`src/rtl/cordic_rotator.sv`:
```
// cordic_rotator: iterative rotation-mode CORDIC, signed Q3.29.
// Folds the angle into [-pi/2, pi/2], pre-scales by the CORDIC gain and
// runs ITER shift-add micro-rotations. X ends as cos(angle) and Y as sin(angle).
//
// Ports:
//   clk      - system clock, rising edge
//   rst      - asynchronous active-high reset; aborts any computation
//   start    - request pulse, accepted in IDLE and DONE only
//   angle_in - signed angle in radians, Q3.29 (saturated to [-pi, pi])
//   X, Y     - registered cosine / sine; update only when entering DONE
//   done     - one-cycle pulse while X/Y hold a fresh result
//   busy     - high during PREP and ROT
module cordic_rotator #(
  parameter int WIDTH = 32,
  parameter int ITER  = 24
) (
  input  logic                    clk,
  input  logic                    rst,
  input  logic                    start,
  input  logic signed [WIDTH-1:0] angle_in,
  output logic signed [WIDTH-1:0] X,
  output logic signed [WIDTH-1:0] Y,
  output logic                    done,
  output logic                    busy
);

  localparam logic signed [WIDTH-1:0] PI          = WIDTH'(32'sh6487_ED51);
  localparam logic signed [WIDTH-1:0] NEG_PI      = -PI;
  localparam logic signed [WIDTH-1:0] HALF_PI     = WIDTH'(32'sh3243_F6A9);
  localparam logic signed [WIDTH-1:0] NEG_HALF_PI = -HALF_PI;
  localparam logic signed [WIDTH-1:0] KGAIN       = WIDTH'(32'sh136E_9DB5);
  localparam logic signed [WIDTH-1:0] NEG_KGAIN   = -KGAIN;
  localparam logic [4:0]              LAST        = 5'(ITER - 1);

  typedef enum logic [1:0] {IDLE, PREP, ROT, DONE} state_t;

  state_t                  state, state_nx;
  logic signed [WIDTH-1:0] x, y, z;
  logic [4:0]              i;

  logic signed [WIDTH-1:0] a_sat, z_fold, x_init;
  logic signed [WIDTH-1:0] x_rot, y_rot, z_rot;
  logic signed [WIDTH-1:0] xs, ys, at;

  // round(atan(2^-idx) * 2^29)
  function automatic logic signed [WIDTH-1:0] atan_entry(input logic [4:0] idx);
    case (idx)
      5'd0:    atan_entry = WIDTH'(32'sh1921_FB54);
      5'd1:    atan_entry = WIDTH'(32'sh0ED6_3383);
      5'd2:    atan_entry = WIDTH'(32'sh07D6_DD7E);
      5'd3:    atan_entry = WIDTH'(32'sh03FA_B753);
      5'd4:    atan_entry = WIDTH'(32'sh01FF_55BB);
      5'd5:    atan_entry = WIDTH'(32'sh00FF_EAAE);
      5'd6:    atan_entry = WIDTH'(32'sh007F_FD55);
      5'd7:    atan_entry = WIDTH'(32'sh003F_FFAB);
      5'd8:    atan_entry = WIDTH'(32'sh001F_FFF5);
      5'd9:    atan_entry = WIDTH'(32'sh000F_FFFF);
      5'd10:   atan_entry = WIDTH'(32'sh0008_0000);
      5'd11:   atan_entry = WIDTH'(32'sh0004_0000);
      5'd12:   atan_entry = WIDTH'(32'sh0002_0000);
      5'd13:   atan_entry = WIDTH'(32'sh0001_0000);
      5'd14:   atan_entry = WIDTH'(32'sh0000_8000);
      5'd15:   atan_entry = WIDTH'(32'sh0000_4000);
      5'd16:   atan_entry = WIDTH'(32'sh0000_2000);
      5'd17:   atan_entry = WIDTH'(32'sh0000_1000);
      5'd18:   atan_entry = WIDTH'(32'sh0000_0800);
      5'd19:   atan_entry = WIDTH'(32'sh0000_0400);
      5'd20:   atan_entry = WIDTH'(32'sh0000_0200);
      5'd21:   atan_entry = WIDTH'(32'sh0000_0100);
      5'd22:   atan_entry = WIDTH'(32'sh0000_0080);
      5'd23:   atan_entry = WIDTH'(32'sh0000_0040);
      5'd24:   atan_entry = WIDTH'(32'sh0000_0020);
      5'd25:   atan_entry = WIDTH'(32'sh0000_0010);
      5'd26:   atan_entry = WIDTH'(32'sh0000_0008);
      5'd27:   atan_entry = WIDTH'(32'sh0000_0004);
      5'd28:   atan_entry = WIDTH'(32'sh0000_0002);
      5'd29:   atan_entry = WIDTH'(32'sh0000_0001);
      default: atan_entry = '0;
    endcase
  endfunction

  // Saturate, then fold |a| > pi/2 by rotating half a turn: starting from
  // (-K, 0) and rotating by a -/+ pi lands on (cos a, sin a).
  always_comb begin
    a_sat  = z;
    z_fold = '0;
    x_init = KGAIN;
    if (z > PI)
      a_sat = PI;
    else if (z < NEG_PI)
      a_sat = NEG_PI;
    if (a_sat > HALF_PI) begin
      z_fold = a_sat - PI;
      x_init = NEG_KGAIN;
    end else if (a_sat < NEG_HALF_PI) begin
      z_fold = a_sat + PI;
      x_init = NEG_KGAIN;
    end else begin
      z_fold = a_sat;
    end
  end

  // One micro-rotation, direction chosen to drive z toward zero.
  always_comb begin
    xs = x >>> i;
    ys = y >>> i;
    at = atan_entry(i);
    if (!z[WIDTH-1]) begin
      x_rot = x - ys;
      y_rot = y + xs;
      z_rot = z - at;
    end else begin
      x_rot = x + ys;
      y_rot = y - xs;
      z_rot = z + at;
    end
  end

  always_ff @(posedge clk or posedge rst) begin
    if (rst)
      state <= IDLE;
    else
      state <= state_nx;
  end

  always_comb begin
    state_nx = state;
    busy     = 1'b0;
    done     = 1'b0;
    case (state)
      IDLE: if (start) state_nx = PREP;
      PREP: begin
        busy     = 1'b1;
        state_nx = ROT;
      end
      ROT: begin
        busy = 1'b1;
        if (i == LAST) state_nx = DONE;
      end
      DONE: begin
        done     = 1'b1;
        state_nx = start ? PREP : IDLE;
      end
      default: state_nx = IDLE;
    endcase
  end

  // z doubles as the latched angle until PREP replaces it with the folded one.
  always_ff @(posedge clk or posedge rst) begin
    if (rst) begin
      x <= '0;
      y <= '0;
      z <= '0;
      i <= '0;
      X <= '0;
      Y <= '0;
    end else begin
      case (state)
        IDLE, DONE: if (start) z <= angle_in;
        PREP: begin
          x <= x_init;
          y <= '0;
          z <= z_fold;
          i <= '0;
        end
        ROT: begin
          x <= x_rot;
          y <= y_rot;
          z <= z_rot;
          i <= i + 5'd1;
          if (i == LAST) begin
            X <= x_rot;
            Y <= y_rot;
          end
        end
        default: ;
      endcase
    end
  end

endmodule

```
`config.mk`:
```
export PLATFORM = sky130hd
export DESIGN_NAME = cordic_rotator
export DESIGN_NICKNAME = d
export VERILOG_FILES = /design/src/rtl/cordic_rotator.sv
export SDC_FILE = /design/constraint.sdc
export NUM_CORES = 1
export LEC_CHECK = 0
export CORE_MARGIN = 4
export CORE_UTILIZATION = 50
export CTS_CLUSTER_SIZE = 16
export DETAILED_ROUTE_END_ITERATION = 8
export PLACE_DENSITY = 0.71
export SLEW_MARGIN = 20
export SYNTH_ARGS = -nofsm -noshare
export SYNTH_HDL_FRONTEND = slang
export SYNTH_SLANG_ARGS = --single-unit
```
`constraint.sdc`:
```
create_clock -name clk -period 7.1 [get_ports clk]
set_clock_uncertainty 0.1 [all_clocks]
set_input_delay 0.71 -clock clk [delete_from_list [all_inputs] [get_ports clk]]
set_output_delay 0.71 -clock clk [all_outputs]
set_load 0.01 [all_outputs]
```
==> metrics.yaml, run 1 <==
status: "finished, final reports clean"
fmax_ghz: 0.153
tightest_slew_ns: 1.14
layout_min_cycle_time_ns: 6.53
maxSlewHeadroom_pct: 23.8
multiInputGateArea_um2: 16000
die_area_um2: 46200
ys_ff_latch: 167
core_area_um2: 42100
antenna_cells: 0
finalSetupViolCount: 0
dpl.hpwl_mm: 58.2
avgViaCountPerCell: 6.96
root_buffer: "clkbuf_16"
drt_iter0_drc: 2455
area_delta_synth_final_pct: 9.30
yosysTopAreaCell: "dfrtp_1"
wire_per_inst_um: 24.8
remaining_drc_errors: 0
clock_path_buffers: 2
finalMaxSlewViolations: 0
arrival_ns: 6.81
synth_ff_type: "dfrtp_1"
synth.avg_cell_area_um2: 8.20
die_w_um: 215
drt_first_pass_iters: 6
r2r_end: "z[9]$_DFFE_PP0P_"
rows: 75
path_max_fanout: 10
overflow: 0
post-route-period-util_pct: 92.0
setup.worst_path.start: "z[3]$_DFFE_PP0P_"
syn_nets: 2762
hold_depth: 2
h-tree-depth: 4
async_flop_share_pct: 100
cp-start-kind: "flip-flop"
hold_class: "reg2reg"
synth_top_area_share_pct: 19.5
register_area_um2: 4190
synth.distinct_cells: 114
synth_area_um2: 21400
clock_latency_ns: 0.49
layout_commonest_cell: "nand2_1"
start_util_pct: 50.8
slowest_stage: "o31ai_1"
r2r_setup_slack_ns: 0.57
cts_tree: "built"
max_stage_delay_ns: 0.57
crit_end: "z[9]$_DFFE_PP0P_"
via_count: 22100
end_kind: "flip-flop"
crit_required_ns: 7.38
cts.sinks: 167
cts-buffers-inserted: 17
timing.critical_path.buf_inv: 4
clk_pin_slew_ns: 0.08
reg2reg_depth: 26
rsz0062_at_grt: "false"
r2r_start: "z[3]$_DFFE_PP0P_"
cts_hold_buf: 0
grt_usage_pct: 33.1
die_h_um: 215
grt_pass1_wl_mm: 123
pin_count: 101
drive_gt1_share_pct: 11.1
drt-total-wl_mm: 78.6
synth.area.top_cells: "dfrtp_1 20%, mux4_2 8.3%, ha_1 6.6%"
seq_area_frac_synth_pct: 19.5
synth_warnings: 0
critical-path-top-delay-family: "compound AO/OA/AOI/OAI gates"
antenna_found_initial: 0
finalHoldViolCount: 0
postCtsResizedCells: 0
fill_cells: 3873
syn_inst: 2611
final_antenna_net_count: 0
setup_tns_ns: 0
grt_pass1_vias: 21000
critPathKind: "reg2reg"
grt_max_degree: 90
globalplace.congestion: 1.06
final_nets: 2770
port_buffers: 100
cp.depth: 26
cts_setup_buffers: 0
maxCapViolCount: 0
layout_common_cells: "274 x nand2_1, 244 x a21oi_1, 215 x nor2_1, 174 x o21ai_0, 161 x dfrtp_1"
synth_edf_count: 0
-- worst reg2reg max path, delay by kind of cell (launching register included) --
kind                     cells  cell delay [ns]
flip-flops                   1             0.39
adder cells (fa/ha/maj)      2             0.47
buffers and inverters        4             0.65
AND/OR/NAND/NOR              4             0.34
AO/OA/AOI/OAI               16             4.46
-- per-stage QoR --
step                      setup WS, ns  instances  instance area (um^2)  hold WS (ns)  utilization, %
after floorplan                  0.506       2611                 21400         0.410               -
after global placement           0.875       3139                 22800         0.356            54.1
after detailed placement         0.709       3139                 22800         0.362            54.1
after CTS                        0.692       3170                 23400         0.380            55.5
after global routing             0.168       3170                 23400         0.395            55.5
final                            0.571       3170                 23400         0.375            55.5
-- sequential cells by signal, indices dropped and copies added (netlist names) --
register  cells
state         2
y            32
Y            32
X            32
i             5
x            32
z            32
-- how the worst min path moves through the flow --
stage,start,endpoint
global route,X[18]$_DFFE_PP0P_,X[18]$_DFFE_PP0P_
floorplan,y[2]$_DFFE_PP0N_,y[2]$_DFFE_PP0N_
global placement,X[17]$_DFFE_PP0P_,X[17]$_DFFE_PP0P_
detailed placement,X[17]$_DFFE_PP0P_,X[17]$_DFFE_PP0P_
finish,X[18]$_DFFE_PP0P_,X[18]$_DFFE_PP0P_
CTS,X[8]$_DFFE_PP0P_,X[8]$_DFFE_PP0P_
-- routing by layer --
metal | track usage (%) | routed length (um)
met1 | 42.8 | 30700
met2 | 52.3 | 35800
met3 | 6.98 | 7660
met4 | 17.5 | 4420
met5 | 0 | 0
-- synthesized netlist by cell type (51+ instances only) --
library cell / number
nor2_1: 216
inv_1: 73
o21ai_0: 174
xnor2_1: 104
dfrtp_1: 167
mux2i_1: 69
ha_1: 113
a21o_1: 51
nand2_1: 275
a21oi_1: 244
clkbuf_1: 107
mux4_2: 79
xor2_1: 76
-- cell type report --
type | count | area share (%)
repair buffers | 173 | 6.81
flip-flops and latches | 167 | 17.9
well taps | 539 | 2.88
inverters | 78 | 1.27
clock buffers | 19 | 1.94
clock inverters | 12 | 0.604
multi-input cells | 2182 | 68.6
-- logic make-up after synthesis --
group / count (synthesis) / synth area share [%]
XOR/XNOR: 181 / 7.48
flip-flops: 167 / 19.5
AND/OR/NAND/NOR: 821 / 18.8
AO/OA/AOI/OAI: 873 / 27.2
buffers and inverters: 262 / 5.68
adder cells (fa/ha/maj): 116 / 6.89
multiplexers: 191 / 14.4
Power of run 1 is not shown: default switching activity piles up to over one toggle a cycle in this logic, so the estimate is an artifact.
==> run 2: changes to the inputs <==
CORE_MARGIN = default   (was 4)
HOLD_SLACK_MARGIN = 0.02   (was default)
==> run 2 against run 1 <==
  * Count of clock-buffer cells in the layout decreased by 2
  * Worst hold slack improved by 0.00086 ns
  * Critical path depth decreased by 5
  * Register-to-register slack gained 0.23 ns
  * Sequential share of layout area down 0.11 points
  * Global-route usage grew 4.9 points
  * Die area fell by 5.5%
  * Cell area increased by 0.63%
  * Sequential cell count did not move
  * Critical path type unchanged
  * Largest cell class unchanged
==> metrics.yaml, run 2 (synthesis gave the netlist of run 1 again) <==
status: "finished, final reports clean"
maxCapViolCount: 0  # unchanged
hold_depth: 2  # unchanged
reg2reg_depth: 21  # -19%
cts_hold_buf: 0  # unchanged
die_area_um2: 43600  # -5.5%
drt-total-wl_mm: 83.3  # +6.0%
core_area_um2: 42000  # -0.22%
final_nets: 2784  # +0.51%
r2r_start: "i[3]$_DFFE_PP0N_"
arrival_ns: 6.55  # -0.26 ns
place_area_um2: 22900  # +0.58%
cts.sinks: 167  # unchanged
grt_max_degree: 86  # -4.4%
clock_latency_ns: 0.51  # +0.02 ns
dpl.hpwl_mm: 62.1  # +6.8%
avgViaCountPerCell: 6.86  # -1.4%
die_w_um: 209  # -2.8%
layout_common_cells: "274 x nand2_1, 244 x a21oi_1, 216 x nor2_1, 174 x o21ai_0, 161 x dfrtp_1"
layout_min_cycle_time_ns: 6.30  # -0.227 ns
globalplace.congestion: 0.984  # -6.8%
rows: 75  # unchanged
start_util_pct: 50.9  # +0.11 points
cts_tree: "built"
fill_cells: 3905  # +0.83%
postCtsResizedCells: 0  # unchanged
die_h_um: 209  # -2.8%
cts_setup_buffers: 0  # unchanged
setup_tns_ns: 0  # unchanged
port_buffers: 100  # unchanged
crit_required_ns: 7.35  # -0.03 ns
finalSetupViolCount: 0  # unchanged
finalHoldViolCount: 0  # unchanged
h-tree-depth: 4  # unchanged
final_antenna_net_count: 0  # unchanged
maxSlewHeadroom_pct: 33.1  # +9.3 points
r2r_setup_slack_ns: 0.80  # +0.23 ns
drt_first_pass_iters: 6  # unchanged
layout_commonest_cell: "nand2_1"
cts-buffers-inserted: 17  # unchanged
post-route-period-util_pct: 88.8  # -3.2 points
wire_per_inst_um: 26.1  # +5.5%
area_delta_synth_final_pct: 9.99
register_area_um2: 4190  # unchanged
drt_iter0_drc: 2201  # -10%
hold_class: "reg2reg"
pin_count: 101  # unchanged
root_buffer: "clkbuf_16"
antenna_found_initial: 0  # unchanged
finalMaxSlewViolations: 0  # unchanged
grt_usage_pct: 38.0  # +4.9 points
r2r_end: "y[31]$_DFFE_PP0N_"
overflow: 0  # unchanged
critPathKind: "reg2reg"
multiInputGateArea_um2: 16000  # about the same
grt_pass1_wl_mm: 127  # +3.7%
clock_path_buffers: 2  # unchanged
tightest_slew_ns: 0.999  # -0.143 ns
antenna_cells: 0  # unchanged
remaining_drc_errors: 0  # unchanged
hold_start: "X[7]$_DFFE_PP0P_"
clk_pin_slew_ns: 0.08  # about the same
holdPathEnd: "X[7]$_DFFE_PP0P_"
end_kind: "flip-flop"
grt_pass1_vias: 21200  # +0.80%
cp-start-kind: "flip-flop"
postLayoutCellArea_um2: 23500  # +0.63%
fmax_ghz: 0.159  # +3.6%
path_max_fanout: 37  # +27
drive_gt1_share_pct: 11.6  # +0.50 points
via_count: 21900  # -0.90%
rsz0062_at_grt: "false"
run 2: changes by cell type in the layout (fill, tap and decap cells not counted), sizes merged:
cell,before,now
buf,74,88
clkbuf,19,17
clkinv,5,7
inv,79,84
clkinvlp,4,0
run 2: through the flow:
stage,hold slack [ns],util [%],setup slack (ns),std cells
floorplan,0.410,-,0.506,2611
global placement,0.357,54.6,1.13,3153
detailed placement,0.362,54.6,0.947,3153
CTS,0.379,56.0,0.910,3185
global route,0.401,56.0,0.468,3185
finish,0.376,56.0,0.798,3185
run 2: layout make-up:
type                    count  area share, %
inverters                  78           1.26
repair buffers            187           7.32
multi-input cells        2182           68.1
clock inverters            15          0.781
clock buffers              17           1.81
well taps                 539           2.86
flip-flops and latches    167           17.8
run 2: layer usage:
| metal | global-route usage [%] | vias to the layer above | routed length, um |
|---|---|---|---|
| met5 | 0 | - | 0 |
| met4 | 20.0 | 0 | 4430 |
| met3 | 5.53 | 234 | 5860 |
| met2 | 63.8 | 1023 | 39500 |
| met1 | 47.2 | 10700 | 33400 |
| li1 | - | 9863 | - |
run 2: worst max-delay path by stage:
| stage | end | cells after the start | start | slack (ns) |
|---|---|---|---|---|
| 2_1_floorplan | x[26]$_DFFE_PP0N_ | 29 | z[2]$_DFFE_PP0P_ | 0.51 |
| 3_3_place_gp | y[31]$_DFFE_PP0N_ | 20 | i[2]$_DFFE_PP0N_ | 1.13 |
| 3_5_place_dp | y[31]$_DFFE_PP0N_ | 21 | i[0]$_DFFE_PP0N_ | 0.95 |
| 4_1_cts | y[31]$_DFFE_PP0N_ | 21 | i[0]$_DFFE_PP0N_ | 0.91 |
| 5_1_grt | x[28]$_DFFE_PP0N_ | 21 | i[3]$_DFFE_PP0N_ | 0.47 |
| 6_report | y[31]$_DFFE_PP0N_ | 21 | i[3]$_DFFE_PP0N_ | 0.80 |
run 2: worst max-delay path: stages, from the launching register on:
cell and delay (ns):
dfrtp_2 0.77, buf_4 0.48, mux4_2 0.41, mux2i_4 0.26, o221ai_1 0.16, nor2_1 0.27, ha_1 0.27, nand2_2 0.12
nor3_1 0.37, a21oi_1 0.14, xor2_1 0.21, ha_1 0.34, a21oi_1 0.29, and2_1 0.18, nand4_1 0.17, nand3_1 0.15
nand4b_1 0.18, a31oi_1 0.33, a21oi_1 0.20, a311oi_1 0.39, xnor2_1 0.22, o22ai_1 0.12
Power of run 2 is left out for the same reason.
